[src/rtl/bp_be_rf_wport_arbiter_pkg.sv]
// Shared types for the register-file write-port arbiter: buffer fill states and
// the width-parameterized {addr, data} entry declaration macro.
`define BP_BE_RF_WPORT_ENTRY_DECLARE(addr_w, data_w) \
    typedef struct packed { \
        logic [addr_w-1:0] addr; \
        logic [data_w-1:0] data; \
    } bp_be_rf_wport_entry_s

package bp_be_rf_wport_arbiter_pkg;

    typedef enum logic [1:0] {
        BUF_EMPTY,
        BUF_PARTIAL,
        BUF_FULL
    } buf_state_e;

    // Index width that stays legal when only one item is being indexed.
    function automatic int safe_clog2(input int n);
        return (n > 1) ? $clog2(n) : 1;
    endfunction

endpackage

[src/rtl/bp_be_rf_wport_arbiter_if.sv]
// Writeback request bus and register-file write port of the write-port arbiter.
// master = producers/regfile side, slave = arbiter side.
interface bp_be_rf_wport_arbiter_if #(
    parameter int num_req_p        = 3,
    parameter int data_width_p     = 64,
    parameter int reg_addr_width_p = 5
) ();
    import bp_be_rf_wport_arbiter_pkg::*;

    logic [num_req_p-1:0]                  req_v_i;
    logic [num_req_p*reg_addr_width_p-1:0] req_addr_i;
    logic [num_req_p*data_width_p-1:0]     req_data_i;
    logic [num_req_p-1:0]                  req_ready_o;
    logic                                  rd_w_v_o;
    logic [reg_addr_width_p-1:0]           rd_addr_o;
    logic [data_width_p-1:0]               rd_data_o;
    logic [num_req_p-1:0]                  grant_o;
    logic [2**reg_addr_width_p-1:0]        pending_o;

    modport master (
        output req_v_i, req_addr_i, req_data_i,
        input  req_ready_o, rd_w_v_o, rd_addr_o, rd_data_o, grant_o, pending_o
    );

    modport slave (
        input  req_v_i, req_addr_i, req_data_i,
        output req_ready_o, rd_w_v_o, rd_addr_o, rd_data_o, grant_o, pending_o
    );
endinterface

[src/rtl/bp_be_rf_wport_arbiter_fifo.sv]
// Small per-requester FIFO. Exposes every slot and its validity so the parent can
// build the pending-register mask; full is derived from registered count only.
module bp_be_rf_wport_arbiter_fifo
    import bp_be_rf_wport_arbiter_pkg::*;
#(
    parameter int width_p = 8,
    parameter int els_p   = 2
) (
    input  logic                            clk,
    input  logic                            reset_n,
    input  logic                            enq_v,
    input  logic [width_p-1:0]              enq_data,
    output logic                            enq_ready,
    output logic                            deq_v,
    output logic [width_p-1:0]              deq_data,
    input  logic                            deq_yumi,
    output logic [els_p-1:0]                els_v,
    output logic [els_p-1:0][width_p-1:0]   els_data
);
    localparam int ptr_w = $clog2(els_p);

    logic [els_p-1:0][width_p-1:0] mem_r;
    logic [ptr_w-1:0]              rptr_r, wptr_r;
    logic [ptr_w:0]                count_r;
    buf_state_e                    state;
    logic                          enq, deq;

    always_comb begin
        state = BUF_PARTIAL;
        if (count_r == '0)
            state = BUF_EMPTY;
        else if (count_r == (ptr_w+1)'(els_p))
            state = BUF_FULL;
    end

    // Ready is held low while reset is asserted, then opens immediately on release.
    assign enq_ready = (state != BUF_FULL) & reset_n;
    assign deq_v     = (state != BUF_EMPTY);
    assign enq       = enq_v & enq_ready;
    assign deq       = deq_yumi & deq_v;
    assign deq_data  = mem_r[rptr_r];
    assign els_data  = mem_r;

    always_comb begin
        logic [ptr_w-1:0] offset;
        els_v  = '0;
        offset = '0;
        for (int j = 0; j < els_p; j++) begin
            offset   = ptr_w'(j) - rptr_r;
            els_v[j] = ({1'b0, offset} < count_r);
        end
    end

    always_ff @(posedge clk or negedge reset_n) begin
        if (!reset_n) begin
            rptr_r  <= '0;
            wptr_r  <= '0;
            count_r <= '0;
        end else begin
            if (enq)
                wptr_r <= wptr_r + 1'b1;
            if (deq)
                rptr_r <= rptr_r + 1'b1;
            count_r <= count_r + (ptr_w+1)'(enq) - (ptr_w+1)'(deq);
        end
    end

    always_ff @(posedge clk) begin
        if (enq)
            mem_r[wptr_r] <= enq_data;
    end
endmodule

[src/rtl/bp_be_rf_wport_arbiter.sv]
// Shares one register-file write port among buffered writeback producers and
// exports a per-register pending mask. BP_BE_RF_WPORT_RR_EN selects round-robin.
module bp_be_rf_wport_arbiter
    import bp_be_rf_wport_arbiter_pkg::*;
#(
    parameter int num_req_p        = 3,
    parameter int data_width_p     = 64,
    parameter int reg_addr_width_p = 5,
    parameter int buf_els_p        = 2
) (
    input  logic                      clk_i,
    input  logic                      reset_n_i,
    bp_be_rf_wport_arbiter_if.slave   wp
);
    `BP_BE_RF_WPORT_ENTRY_DECLARE(reg_addr_width_p, data_width_p);

    localparam int entry_w  = $bits(bp_be_rf_wport_entry_s);
    localparam int num_regs = 2**reg_addr_width_p;

    bp_be_rf_wport_entry_s [num_req_p-1:0]                enq_entry, head;
    bp_be_rf_wport_entry_s [num_req_p-1:0][buf_els_p-1:0] els_entry;
    logic [num_req_p-1:0][buf_els_p-1:0]                  els_v;
    logic [num_req_p-1:0]                                 non_empty, grant, ready;

    for (genvar i = 0; i < num_req_p; i++) begin : g_buf
        assign enq_entry[i].addr = wp.req_addr_i[i*reg_addr_width_p +: reg_addr_width_p];
        assign enq_entry[i].data = wp.req_data_i[i*data_width_p +: data_width_p];

        bp_be_rf_wport_arbiter_fifo #(
            .width_p (entry_w),
            .els_p   (buf_els_p)
        ) u_fifo (
            .clk       (clk_i),
            .reset_n   (reset_n_i),
            .enq_v     (wp.req_v_i[i]),
            .enq_data  (enq_entry[i]),
            .enq_ready (ready[i]),
            .deq_v     (non_empty[i]),
            .deq_data  (head[i]),
            .deq_yumi  (grant[i]),
            .els_v     (els_v[i]),
            .els_data  (els_entry[i])
        );
    end

`ifdef BP_BE_RF_WPORT_RR_EN
    localparam int lg_w = safe_clog2(num_req_p);

    logic [lg_w-1:0] last_grant_r, grant_idx;

    // Search indices above the last winner first, then wrap to the rest.
    always_comb begin
        logic found;
        grant = '0;
        found = 1'b0;
        for (int i = 0; i < num_req_p; i++) begin
            if (!found && non_empty[i] && (lg_w'(i) > last_grant_r)) begin
                grant[i] = 1'b1;
                found    = 1'b1;
            end
        end
        for (int i = 0; i < num_req_p; i++) begin
            if (!found && non_empty[i] && (lg_w'(i) <= last_grant_r)) begin
                grant[i] = 1'b1;
                found    = 1'b1;
            end
        end
    end

    always_comb begin
        grant_idx = '0;
        for (int i = 0; i < num_req_p; i++)
            if (grant[i])
                grant_idx = lg_w'(i);
    end

    always_ff @(posedge clk_i or negedge reset_n_i) begin
        if (!reset_n_i)
            last_grant_r <= lg_w'(num_req_p-1);
        else if (|grant)
            last_grant_r <= grant_idx;
    end
`else
    always_comb begin
        logic found;
        grant = '0;
        found = 1'b0;
        for (int i = 0; i < num_req_p; i++) begin
            if (!found && non_empty[i]) begin
                grant[i] = 1'b1;
                found    = 1'b1;
            end
        end
    end
`endif

    always_comb begin
        wp.rd_addr_o = '0;
        wp.rd_data_o = '0;
        for (int i = 0; i < num_req_p; i++) begin
            if (grant[i]) begin
                wp.rd_addr_o = head[i].addr;
                wp.rd_data_o = head[i].data;
            end
        end
    end

    always_comb begin
        logic [num_regs-1:0] pend;
        pend = '0;
        for (int i = 0; i < num_req_p; i++)
            for (int j = 0; j < buf_els_p; j++)
                if (els_v[i][j])
                    pend[els_entry[i][j].addr] = 1'b1;
        wp.pending_o = pend;
    end

    assign wp.req_ready_o = ready;
    assign wp.grant_o     = grant;
    assign wp.rd_w_v_o    = |grant;
endmodule

[src/flat_wrapper.sv]
// flat-port wrapper written by rule: the top's interface ports become plain ports
module bp_be_rf_wport_arbiter_flat import bp_be_rf_wport_arbiter_pkg::*;
#(
    parameter int num_req_p        = 3,
    parameter int data_width_p     = 64,
    parameter int reg_addr_width_p = 5,
    parameter int buf_els_p        = 2
)
  (clk_i, reset_n_i, wp_req_v_i, wp_req_addr_i, wp_req_data_i, wp_req_ready_o, wp_rd_w_v_o, wp_rd_addr_o, wp_rd_data_o, wp_grant_o, wp_pending_o);
  bp_be_rf_wport_arbiter_if #(.num_req_p(num_req_p), .data_width_p(data_width_p), .reg_addr_width_p(reg_addr_width_p)) wp_i ();
  input  logic clk_i;
  input  logic reset_n_i;
  input wire logic [$bits(wp_i.req_v_i)-1:0] wp_req_v_i;
  input wire logic [$bits(wp_i.req_addr_i)-1:0] wp_req_addr_i;
  input wire logic [$bits(wp_i.req_data_i)-1:0] wp_req_data_i;
  output wire logic [$bits(wp_i.req_ready_o)-1:0] wp_req_ready_o;
  output wire logic [$bits(wp_i.rd_w_v_o)-1:0] wp_rd_w_v_o;
  output wire logic [$bits(wp_i.rd_addr_o)-1:0] wp_rd_addr_o;
  output wire logic [$bits(wp_i.rd_data_o)-1:0] wp_rd_data_o;
  output wire logic [$bits(wp_i.grant_o)-1:0] wp_grant_o;
  output wire logic [$bits(wp_i.pending_o)-1:0] wp_pending_o;
  assign wp_i.req_v_i = wp_req_v_i;
  assign wp_i.req_addr_i = wp_req_addr_i;
  assign wp_i.req_data_i = wp_req_data_i;
  assign wp_req_ready_o = wp_i.req_ready_o;
  assign wp_rd_w_v_o = wp_i.rd_w_v_o;
  assign wp_rd_addr_o = wp_i.rd_addr_o;
  assign wp_rd_data_o = wp_i.rd_data_o;
  assign wp_grant_o = wp_i.grant_o;
  assign wp_pending_o = wp_i.pending_o;
  bp_be_rf_wport_arbiter #(.num_req_p(num_req_p), .data_width_p(data_width_p), .reg_addr_width_p(reg_addr_width_p), .buf_els_p(buf_els_p)) u_core (.clk_i(clk_i), .reset_n_i(reset_n_i), .wp(wp_i));
endmodule
[config.mk]
export PLATFORM = sky130hd
export DESIGN_NAME = bp_be_rf_wport_arbiter_flat
export DESIGN_NICKNAME = d
export VERILOG_FILES = /design/src/rtl/bp_be_rf_wport_arbiter_pkg.sv /design/src/rtl/bp_be_rf_wport_arbiter_if.sv /design/src/rtl/bp_be_rf_wport_arbiter_fifo.sv /design/src/rtl/bp_be_rf_wport_arbiter.sv /design/src/flat_wrapper.sv
export SDC_FILE = /design/constraint.sdc
export NUM_CORES = 1
export LEC_CHECK = 0
export CELL_PAD_IN_SITES_DETAIL_PLACEMENT = 0
export CELL_PAD_IN_SITES_GLOBAL_PLACEMENT = 1
export CORE_AREA = 2 2 238 240
export CTS_CLUSTER_SIZE = 14
export DETAILED_ROUTE_END_ITERATION = 16
export DIE_AREA = 0 0 240 242
export PLACE_DENSITY_LB_ADDON = 0.1
export SYNTH_ARGS = -nofsm -noshare
export SYNTH_HDL_FRONTEND = slang
export SYNTH_HIERARCHICAL = 1
export SYNTH_SLANG_ARGS = --single-unit
[constraint.sdc]
create_clock -name clk_i -period 4 [get_ports clk_i]
set_input_delay 0.8 -clock clk_i [delete_from_list [all_inputs] [get_ports clk_i]]
set_output_delay 0.8 -clock clk_i [all_outputs]
set_load 0.1 [all_outputs]
# --- Yosys cells after proc, flatten, opt, wreduce, memory -nomap -nowiden ---
# Index checks and enable logic that the tools add are counted.
word_totals:
  wordCells: 149
  in_bits: 212
  register_bits: 426
  output_inout_bits: 108
op_classes:
  order_cmp: 27
  reduce_logical: 20
  n_eq_ne: 6
  bitwise: 14
  n_addsub: 18
  muxes: 49
ops:
  columns: ["op", "n"]
  rows:
  - ["2-to-1 mux 69 bit", 9]
  - ["bitwise mux 138 bit", 3]
  - ["demux 69 bit (select 1 bit)", 3]
  - ["2-to-1 mux 32 bit", 6]
  - ["2-to-1 mux 64 bit", 3]
  - ["OR 32 bit", 5]
  - ["< comparator 5 x 6 -> 1 bit (second input constant)", 6]
  - ["demux 1 bit (select 5 bit)", 6]
  - [">= comparator 5 x 1 -> 1 bit (second input constant)", 6]
  - ["2-to-1 mux 5 bit", 3]
  - ["< comparator 1 x 2 -> 1 bit", 6]
  - ["< comparator 1 x 2 -> 1 bit (second input constant)", 6]
  - ["2-to-1 mux 2 bit", 6]
  - ["logical AND 1 bit", 11]
  - ["2-to-1 mux 1 bit", 10]
  - ["AND 1 bit", 9]
  - ["adder 1 bit (second input constant)", 6]
  - ["adder 2 x 1 -> 2 bit", 3]
  - ["equality test 2 bit (second input constant)", 3]
  - ["logical NOT 2 bit", 3]
  - ["!= test 2 bit (second input constant)", 3]
  - ["nonzero test 2 bit", 3]
  - ["subtractor 1 bit (first input constant)", 6]
  - ["subtractor 2 x 1 -> 2 bit", 3]
  - ["other kinds (3)", 6]

# --- Depth between registers and ports, before layout ---
# Gate-level depths: netlist of run 1.
depth:
  depth_word: 15
  depth_mapped: 10
  depth_no_buf: 8

# --- By module ---
# The synthesis of run 1 kept the hierarchy.
modules_own_cells:
  columns: ["module", "cells_per_inst", "area_each_um2", "seq_area_each_um2", "instances"]
  rows:
  - ["bp_be_rf_wport_arbiter_fifo", 236, 5565.3, 4244.1, 3]
  - ["bp_be_rf_wport_arbiter", 461, 3059.2, 0.0, 1]

# --- Worst setup path before layout of run 1 ---
# No wires, ideal clock.
synth_timing:
  kind: "reg2reg"
  startpoint: "register u_core.g_buf[0].u_fifo.count_r[1]"
  endpoint: "register u_core.g_buf[2].u_fifo.count_r[1]"
  path_slack_ps: -560
  stages_incl_launch_ff: 11
  setup_ps: 80
  arrival_ps: 4480
  required_time_ps: 3920
  n_path_buf: 2
  period_less_slack_ps: 4560
  path_cell_list: "dfrtp_1 -> or2_4 -> buf_2 -> clkbuf_1 -> nor3b_1 -> and2_4 -> ha_1 -> inv_1 -> ha_1 -> xnor2_1 -> xnor2_1"
synth_between:
  elab_chain_cells: 13
  word_cells_on_any_way: 14
  classes_between: "add/sub: 1; eq/ne: 1; mux: 5; bitwise: 1; reduce/logical: 6"
synth_rtl:
  columns: ["element", "line_no", "text"]
  rows:
  - ["start: declaration", "bp_be_rf_wport_arbiter_fifo.sv:24", "logic [ptr_w:0] count_r;"]
  - ["start signal: assignment", "bp_be_rf_wport_arbiter_fifo.sv:64", "count_r <= count_r + (ptr_w+1)'(enq) - (ptr_w+1)'(deq);"]
  - ["equality test 2 bit", "bp_be_rf_wport_arbiter_fifo.sv:32", "else if (count_r == (ptr_w+1)'(els_p))"]
  - ["2-to-1 mux 2 bit", "bp_be_rf_wport_arbiter_fifo.sv:32", null]
  - ["2-to-1 mux 2 bit (*)", "bp_be_rf_wport_arbiter_fifo.sv:30", "if (count_r == '0)"]
  - ["nonzero test 2 bit (*)", "bp_be_rf_wport_arbiter_fifo.sv:38", "assign deq_v = (state != BUF_EMPTY);"]
  - ["via u_core.non_empty[0]", "bp_be_rf_wport_arbiter.sv:23", "logic [num_req_p-1:0] non_empty, grant, ready;"]
  - ["2-to-1 mux 1 bit (*)", "bp_be_rf_wport_arbiter.sv:89", "if (!found && non_empty[i]) begin"]
  - ["logical NOT 1 bit", "bp_be_rf_wport_arbiter.sv:89", null]
  - ["logical AND 1 bit", "bp_be_rf_wport_arbiter.sv:89", null]
  - ["2-to-1 mux 1 bit (*)", "bp_be_rf_wport_arbiter.sv:89", null]
  - ["logical NOT 1 bit (*)", "bp_be_rf_wport_arbiter.sv:89", null]
  - ["logical AND 1 bit (*)", "bp_be_rf_wport_arbiter.sv:89", null]
  - ["2-to-1 mux 1 bit (*)", "bp_be_rf_wport_arbiter.sv:89", null]
  - ["via wp_grant_o[2]", "flat_wrapper.sv:20", "output wire logic [$bits(wp_i.grant_o)-1:0] wp_grant_o;"]
  - ["AND 1 bit (*)", "bp_be_rf_wport_arbiter_fifo.sv:40", "assign deq = deq_yumi & deq_v;"]
  - ["via u_core.g_buf[2].u_fifo.deq", "bp_be_rf_wport_arbiter_fifo.sv:26", "logic enq, deq;"]
  - ["subtractor 2 x 1 -> 2 bit (*)", "bp_be_rf_wport_arbiter_fifo.sv:64", null]
  - ["end signal: assignment", "bp_be_rf_wport_arbiter_fifo.sv:64", null]
  - ["end: declaration", "bp_be_rf_wport_arbiter_fifo.sv:24", null]
# Mark *: on every way through the listed nets, which the timed path passes. The rest lies on a longest branch.
# A chain may end at the register's enable or synchronous reset.

# --- Final worst setup path of run 1 ---
layout_timing:
  startpoint: "register u_core.g_buf[1].u_fifo.count_r[1]"
  endpoint: "output port wp_rd_data_o[31]"
layout_between:
  elab_chain_cells: 10
  word_cells_on_any_way: 13
  classes_between: "eq/ne: 1; mux: 7; reduce/logical: 5"
layout_rtl:
  columns: ["element", "line_no", "text"]
  rows:
  - ["start: declaration", "bp_be_rf_wport_arbiter_fifo.sv:24", null]
  - ["start signal: assignment", "bp_be_rf_wport_arbiter_fifo.sv:64", null]
  - ["equality test 2 bit", "bp_be_rf_wport_arbiter_fifo.sv:32", null]
  - ["2-to-1 mux 2 bit", "bp_be_rf_wport_arbiter_fifo.sv:32", null]
  - ["2-to-1 mux 2 bit (*)", "bp_be_rf_wport_arbiter_fifo.sv:30", null]
  - ["nonzero test 2 bit (*)", "bp_be_rf_wport_arbiter_fifo.sv:38", null]
  - ["via u_core.non_empty[1]", "bp_be_rf_wport_arbiter.sv:23", null]
  - ["logical AND 1 bit (*)", "bp_be_rf_wport_arbiter.sv:89", null]
  - ["2-to-1 mux 1 bit", "bp_be_rf_wport_arbiter.sv:89", null]
  - ["logical NOT 1 bit", "bp_be_rf_wport_arbiter.sv:89", null]
  - ["logical AND 1 bit", "bp_be_rf_wport_arbiter.sv:89", null]
  - ["2-to-1 mux 1 bit", "bp_be_rf_wport_arbiter.sv:89", null]
  - ["2-to-1 mux 64 bit (*)", "bp_be_rf_wport_arbiter.sv:101", "if (grant[i]) begin"]
  - ["end: declaration", "flat_wrapper.sv:19", "output wire logic [$bits(wp_i.rd_data_o)-1:0] wp_rd_data_o;"]
# Marks and branches as above.

==> results.py, run 1 <==
metrics = {
    "cts": {
        "cts_max_level": 2,
        "cts_buffers": 49,
        "post_cts.repair.setup_buffers": 0,
        "cts_sinks": 426,
        "clk_path_buf_depth": 3,
        "cts.clk_slew.worst_paths_ns": 0.05,
        "cts_root_buffer": "clkbuf_16",
        "cts_tree": "done",
        "clk_latency_ns": 0.57,
    },
    "place": {
        "placed_area_um2": 23600,
        "port_buffers": 319,
        "place_congestion": 0.813,
        "post-dp-hpwl_um": 37900,
    },
    "route": {
        "vias_per_cell": 5.10,
        "drcViolationCount": 0,
        "dr_total_vias": 11662,
        "firstDrtPassIters": 6,
        "drt-total-wl_um": 56200,
        "antenna_left": 0,
        "initialDrtViolationCount": 757,
        "post_drt_wl_per_cell_um": 24.6,
    },
    "synthesis": {
        "yosysSeqAreaShare_pct": 64.4,
        "ys_ff_latch": 426,
        "yosys_warnings": 6,
        "async_flop_share_pct": 2.82,
        "yosys.area.top_type": "edfxtp_1",
        "yosys_most_used_dff": "edfxtp_1",
        "synth.most_common_cell": "edfxtp_1",
        "syn_area_per_cell_um2": 16.9,
        "synthTopCellsByArea": "edfxtp_1 63%, mux2_4 16%, a22oi_1 5.0%",
        "syn_nets": 1387,
        "syn_inst": 1169,
        "synthesis.area_um2": 19800,
        "synth_edf_count": 414,
        "synth_top_area_share_pct": 62.9,
        "synth_cell_types": 39,
        "synth_commonest_cells": "414 x edfxtp_1, 204 x mux2_4, 131 x a22oi_1, 69 x nand2_1, 59 x o21ai_0",
    },
    "die": {
        "die_h_um": 242,
        "die_w_um": 240,
        "rows": 87,
        "core_area_um2": 55700,
        "start_util_pct": 35.4,
        "die_area_um2": 58100,
        "ios": 320,
    },
    "timing": {
        "fmax_ghz": 0.266,
        "rsz0062_at_grt": "false",
        "setup_tns_ns": 0,
        "fin_crit_sh_pct": 94.1,
        "fin_crit_ns": 3.76,
        "slew_viol_final": 0,
        "tightest_slew_ns": 1.02,
        "skew_ns": 0.0116,
        "relSlewSlack_pct": 31.7,
        "hold_violations": 0,
        "setup_viol": 0,
    },
    "critical_path": {
        "cp.arrival_ns": 2.96,
        "endpoint_kind": "output port",
        "worstPathCellList": "or2_4 > buf_4 > a22oi_1 > o21ai_1 > buf_4",
        "required_ns": 3.20,
        "crit_type": "reg -> out",
        "crit_path_start_kind": "register",
        "crit_fanout": 53,
        "cpMaxStageDelayCell": "or2_4",
        "slowest_delay_ns": 0.71,
        "crit_top_cell": "buf_4",
        "regToRegSetupSlack_ns": 1.59,
    },
    "global_routing": {
        "grt_use_total_pct": 19.2,
        "gr-total-overflow": 0,
        "grt_pass1_vias": 11884,
        "grt_antenna_before_repair": 9,
        "grt_max_degree": 67,
        "grt_pass1_wl_um": 81200,
    },
    "power": {
        "worst_ir_drop_vdd_mv": 0.685,
        "power_density_nw_per_um2": 850,
        "leakage_nw": 9.16,
    },
    "cells_and_area": {
        "areaGrowthSynthToFinish_pct": 27.2,
        "final_nets": 1709,
        "drive_gt1_share_pct": 30.7,
        "final_area_um2": 25100,
    },
    "outcome": {
        "status": "complete, no violations",
    },
    "job": {
        "drv_cap": 0,
    },
    "hold_path": {
        "worstHoldPathType": "in -> async",
    },
}
power by group:
group / internal, W / switching [W]
clock: 0.00244 / 0.00171
combinational: 0.00366 / 0.00758
sequential: 0.00558 / 0.000379
total: 0.0117 / 0.00968
metal layers:
metal  track usage, %  wire length (um)  vias up
met2             31.6             27400      320
met4             4.17               993       18
met1             25.8             24600     5900
met5                0               119        -
met3             4.50              3010       85
li1                 -                 -     5339
what timing repair did:
item,in CTS,in global routing
gates resized for setup,0,1
hold buffers,0,0
endpoints found under the setup margin,0,1
sequential cells by signal, summed over array words and instances, names as in the netlist:
register,count
u_core/g_buf.u_fifo/count_r,6
u_core/g_buf.u_fifo/els_data,414
u_core/g_buf.u_fifo/rptr_r,3
u_core/g_buf.u_fifo/wptr_r,3
worst max-delay path, delay by kind of cell (launching register included):
family	cells	cell delay, ns
buf+inv	2	0.78
flops	1	0.42
simple gates	1	0.71
compound gates	2	0.42
path summary, 6_finish.rpt:
kind	startpoint	cells after the start	end
max	u_core/g_buf[1].u_fifo/count_r[1]	5	wp_rd_data_o[31]
min	reset_n_i	1	u_core/g_buf[1].u_fifo/wptr_r
max reg2reg	u_core/g_buf[1].u_fifo/count_r[1]	8	u_core/g_buf[2].u_fifo/count_r[1]
min reg2reg	u_core/g_buf[0].u_fifo/count_r[1]	1	u_core/g_buf[0].u_fifo/count_r[1]
max in group asynchronous	reset_n_i	2	u_core/g_buf[2].u_fifo/rptr_r
min in group clk_i	u_core/g_buf[0].u_fifo/count_r[1]	1	u_core/g_buf[0].u_fifo/count_r[1]
placed cells by master (no fill, tap or decap), types with 5 or more instances in the layout:
cell type / instances
clkinv_1: 12
clkdlybuf4s50_1: 211
clkbuf_1: 15
buf_12: 38
o21ai_1: 68
ha_1: 6
nor2_1: 6
mux2_4: 204
buf_4: 99
a22oi_1: 131
clkinv_2: 5
and2_1: 6
a21o_2: 6
nor2b_1: 13
xnor2_1: 9
and4bb_2: 18
and4_1: 6
a22oi_2: 10
a32oi_1: 24
clkbuf_16: 49
nand3_1: 35
dfrtp_1: 9
nor4b_2: 6
edfxtp_1: 414
and4b_1: 18
nand2_1: 69
metrics by stage:
stage	hold WS (ns)	total power [W]	utilization [%]	cells	worst slack, ns
2_1_floorplan	0.478	0.0147	-	1169	0.209
3_3_place_gp	0.527	0.0174	42.4	2196	0.719
3_5_place_dp	0.541	0.0174	42.4	2196	0.689
4_1_cts	0.518	0.0216	45.1	2284	0.0653
5_1_grt	0.559	0.0222	45.1	2284	0.0728
6_report	0.543	0.0213	45.1	2285	0.237
logic make-up (layout without fill, tap and decap cells):
logic type      count (synthesis)  count (layout)  share of synthesized area [%]
flops                         426             426                           64.4
compound gates                240             240                           8.69
mux                           207             207                           15.7
simple gates                  195             195                           6.34
buf+inv                        83             442                           3.82
xor+xnor                       12              12                          0.646
fa+ha+maj                       6               6                          0.380
other cells                     0               1                              0
layout make-up:
cell class	instances	area, um2
repair buffers	348	3620
clock buffers	67	1320
clock inverters	21	159
well taps	756	946
multi-input cells	660	6310
fillers	5050	30600
inverters	6	22.5
diodes	1	2.50
flip-flops and latches	426	12700
No activity file was read; power rests on OpenSTA's default activity.
==> run 2, diff against run 1 <==
CAP_MARGIN = 10   (was default)
RECOVER_POWER = 25   (was default)
==> results.py, run 2 (synthesized netlist as in run 1, its figures left out) <==
metrics = {
    "outcome": {
        "status": "complete, no violations",
    },
    "place": {
        "placed_area_um2": 23600,
        "post-dp-hpwl_um": 37900,
        "placedCellCount": 2196,
        "place_congestion": 0.813,
        "port_buffers": 319,
        "post-place-ws_ns": 0.689,
    },
    "die": {
        "die_area_um2": 58100,
        "core_area_um2": 55700,
        "ios": 320,
        "rows": 87,
        "start_util_pct": 35.4,
        "die_w_um": 240,
        "die_h_um": 242,
    },
    "cts": {
        "cts_tree": "done",
        "cts_sinks": 426,
        "cts.clk_slew.worst_paths_ns": 0.05,
        "clk_latency_ns": 0.57,
        "holdBufCountCts": 0,
        "post_cts.repair.setup_buffers": 0,
        "cts_buffers": 49,
        "cts_root_buffer": "clkbuf_16",
        "clk_path_buf_depth": 3,
        "ctsResizeCount": 0,
        "cts_max_level": 2,
    },
    "global_routing": {
        "grt_use_total_pct": 19.2,
        "gr-total-overflow": 0,
        "grt_max_degree": 67,
        "grt_pass1_vias": 11884,
        "grt_pass1_wl_um": 81200,
        "grt_antenna_before_repair": 23,
    },
    "timing": {
        "setup_tns_ns": 0,
        "setup_viol": 0,
        "relSlewSlack_pct": 26.7,
        "fin_crit_ns": 3.77,
        "rsz0062_at_grt": "false",
        "fin_crit_sh_pct": 94.1,
        "skew_ns": 0.0148,
        "slew_viol_final": 0,
        "tightest_slew_ns": 1.10,
        "hold_violations": 0,
        "worst_slack_ns": 0.234,
        "fmax_ghz": 0.266,
    },
    "cells_and_area": {
        "final_common_cell": "edfxtp_1",
        "largest_reg_flops": 414,
        "final_nets": 1709,
        "layout.cells.non_filler": 2288,
        "layout_common_cells": "414 x edfxtp_1, 204 x mux2_4, 131 x a22oi_1",
        "final_area_um2": 25100,
        "drive_gt1_share_pct": 30.7,
        "areaGrowthSynthToFinish_pct": 27.2,
        "n_fill_cell": 5047,
    },
    "critical_path": {
        "crit_top_cell": "buf_4",
        "critPathBufInv": 2,
        "crit_type": "reg -> out",
        "required_ns": 3.20,
        "slowest_delay_ns": 0.70,
        "crit_path_start_kind": "register",
        "crit_fanout": 53,
        "path_delay_family": "buffers and inverters",
        "cp.arrival_ns": 2.97,
        "endpoint_kind": "output port",
        "worstPathCellList": "or2_4 > buf_4 > a22oi_1 > o21ai_1 > buf_4",
        "cpMaxStageDelayCell": "or2_4",
    },
    "route": {
        "dr_total_vias": 11743,
        "initialDrtViolationCount": 830,
        "vias_per_cell": 5.13,
        "drcViolationCount": 0,
        "post_drt_wl_per_cell_um": 24.6,
        "firstDrtPassIters": 6,
        "drt-total-wl_um": 56200,
        "antenna_left": 0,
    },
    "job": {
        "drv_cap": 0,
    },
    "power": {
        "worst_ir_drop_vdd_mv": 0.685,
        "leakage_nw": 9.20,
        "power_density_nw_per_um2": 849,
    },
    "hold_path": {
        "worstHoldPathType": "in -> async",
    },
}
## run 2: metrics by stage
step	hold WS, ns	utilization [%]	power (W)
floorplan	0.478	-	0.0147
global placement	0.527	42.4	0.0174
detailed placement	0.541	42.4	0.0174
CTS	0.518	45.1	0.0216
global route	0.559	45.1	0.0222
finish	0.545	45.1	0.0213
## run 2: layout make-up
cell class	count	area, um2	share of cell area (%)
Sequential cell	426	12700	50.7
Multi-Input combinational cell	660	6310	25.1
Timing Repair Buffer	348	3620	14.4
Clock buffer	67	1320	5.27
Tap cell	756	946	3.76
Clock inverter	21	159	0.632
Inverter	6	22.5	0.0896
Antenna cell	4	10.0	0.0398
## run 2: where the power goes
part / leakage, nW / switching (W) / internal (W) / total (W)
Clock: 0.724 / 0.00172 / 0.00244 / 0.00415
Combinational: 4.55 / 0.00759 / 0.00364 / 0.0112
Sequential: 3.92 / 0.000379 / 0.00558 / 0.00596
Total: 9.20 / 0.00968 / 0.0116 / 0.0213
## run 2: final timing paths
kind	endpoint	from	slack (ns)	cells past startpoint
max in group asynchronous	u_core/g_buf[2].u_fifo/rptr_r	reset_n_i	3.01	2
min in group clk_i	u_core/g_buf[0].u_fifo/count_r[1]	u_core/g_buf[0].u_fifo/count_r[1]	0.55	1
min	u_core/g_buf[1].u_fifo/wptr_r	reset_n_i	0.55	1
max reg2reg	u_core/g_buf[2].u_fifo/count_r[1]	u_core/g_buf[1].u_fifo/count_r[1]	1.61	8
max	wp_rd_data_o[31]	u_core/g_buf[1].u_fifo/count_r[1]	0.23	5
min reg2reg	u_core/g_buf[0].u_fifo/count_r[1]	u_core/g_buf[0].u_fifo/count_r[1]	0.55	1
## run 2: layer usage
metal	vias to the layer above	track usage, %	wire length (um)
li1	5343	-	-
met1	5911	25.8	24400
met2	361	31.6	27300
met3	108	4.50	3300
met4	20	4.17	1110
met5	-	0	137
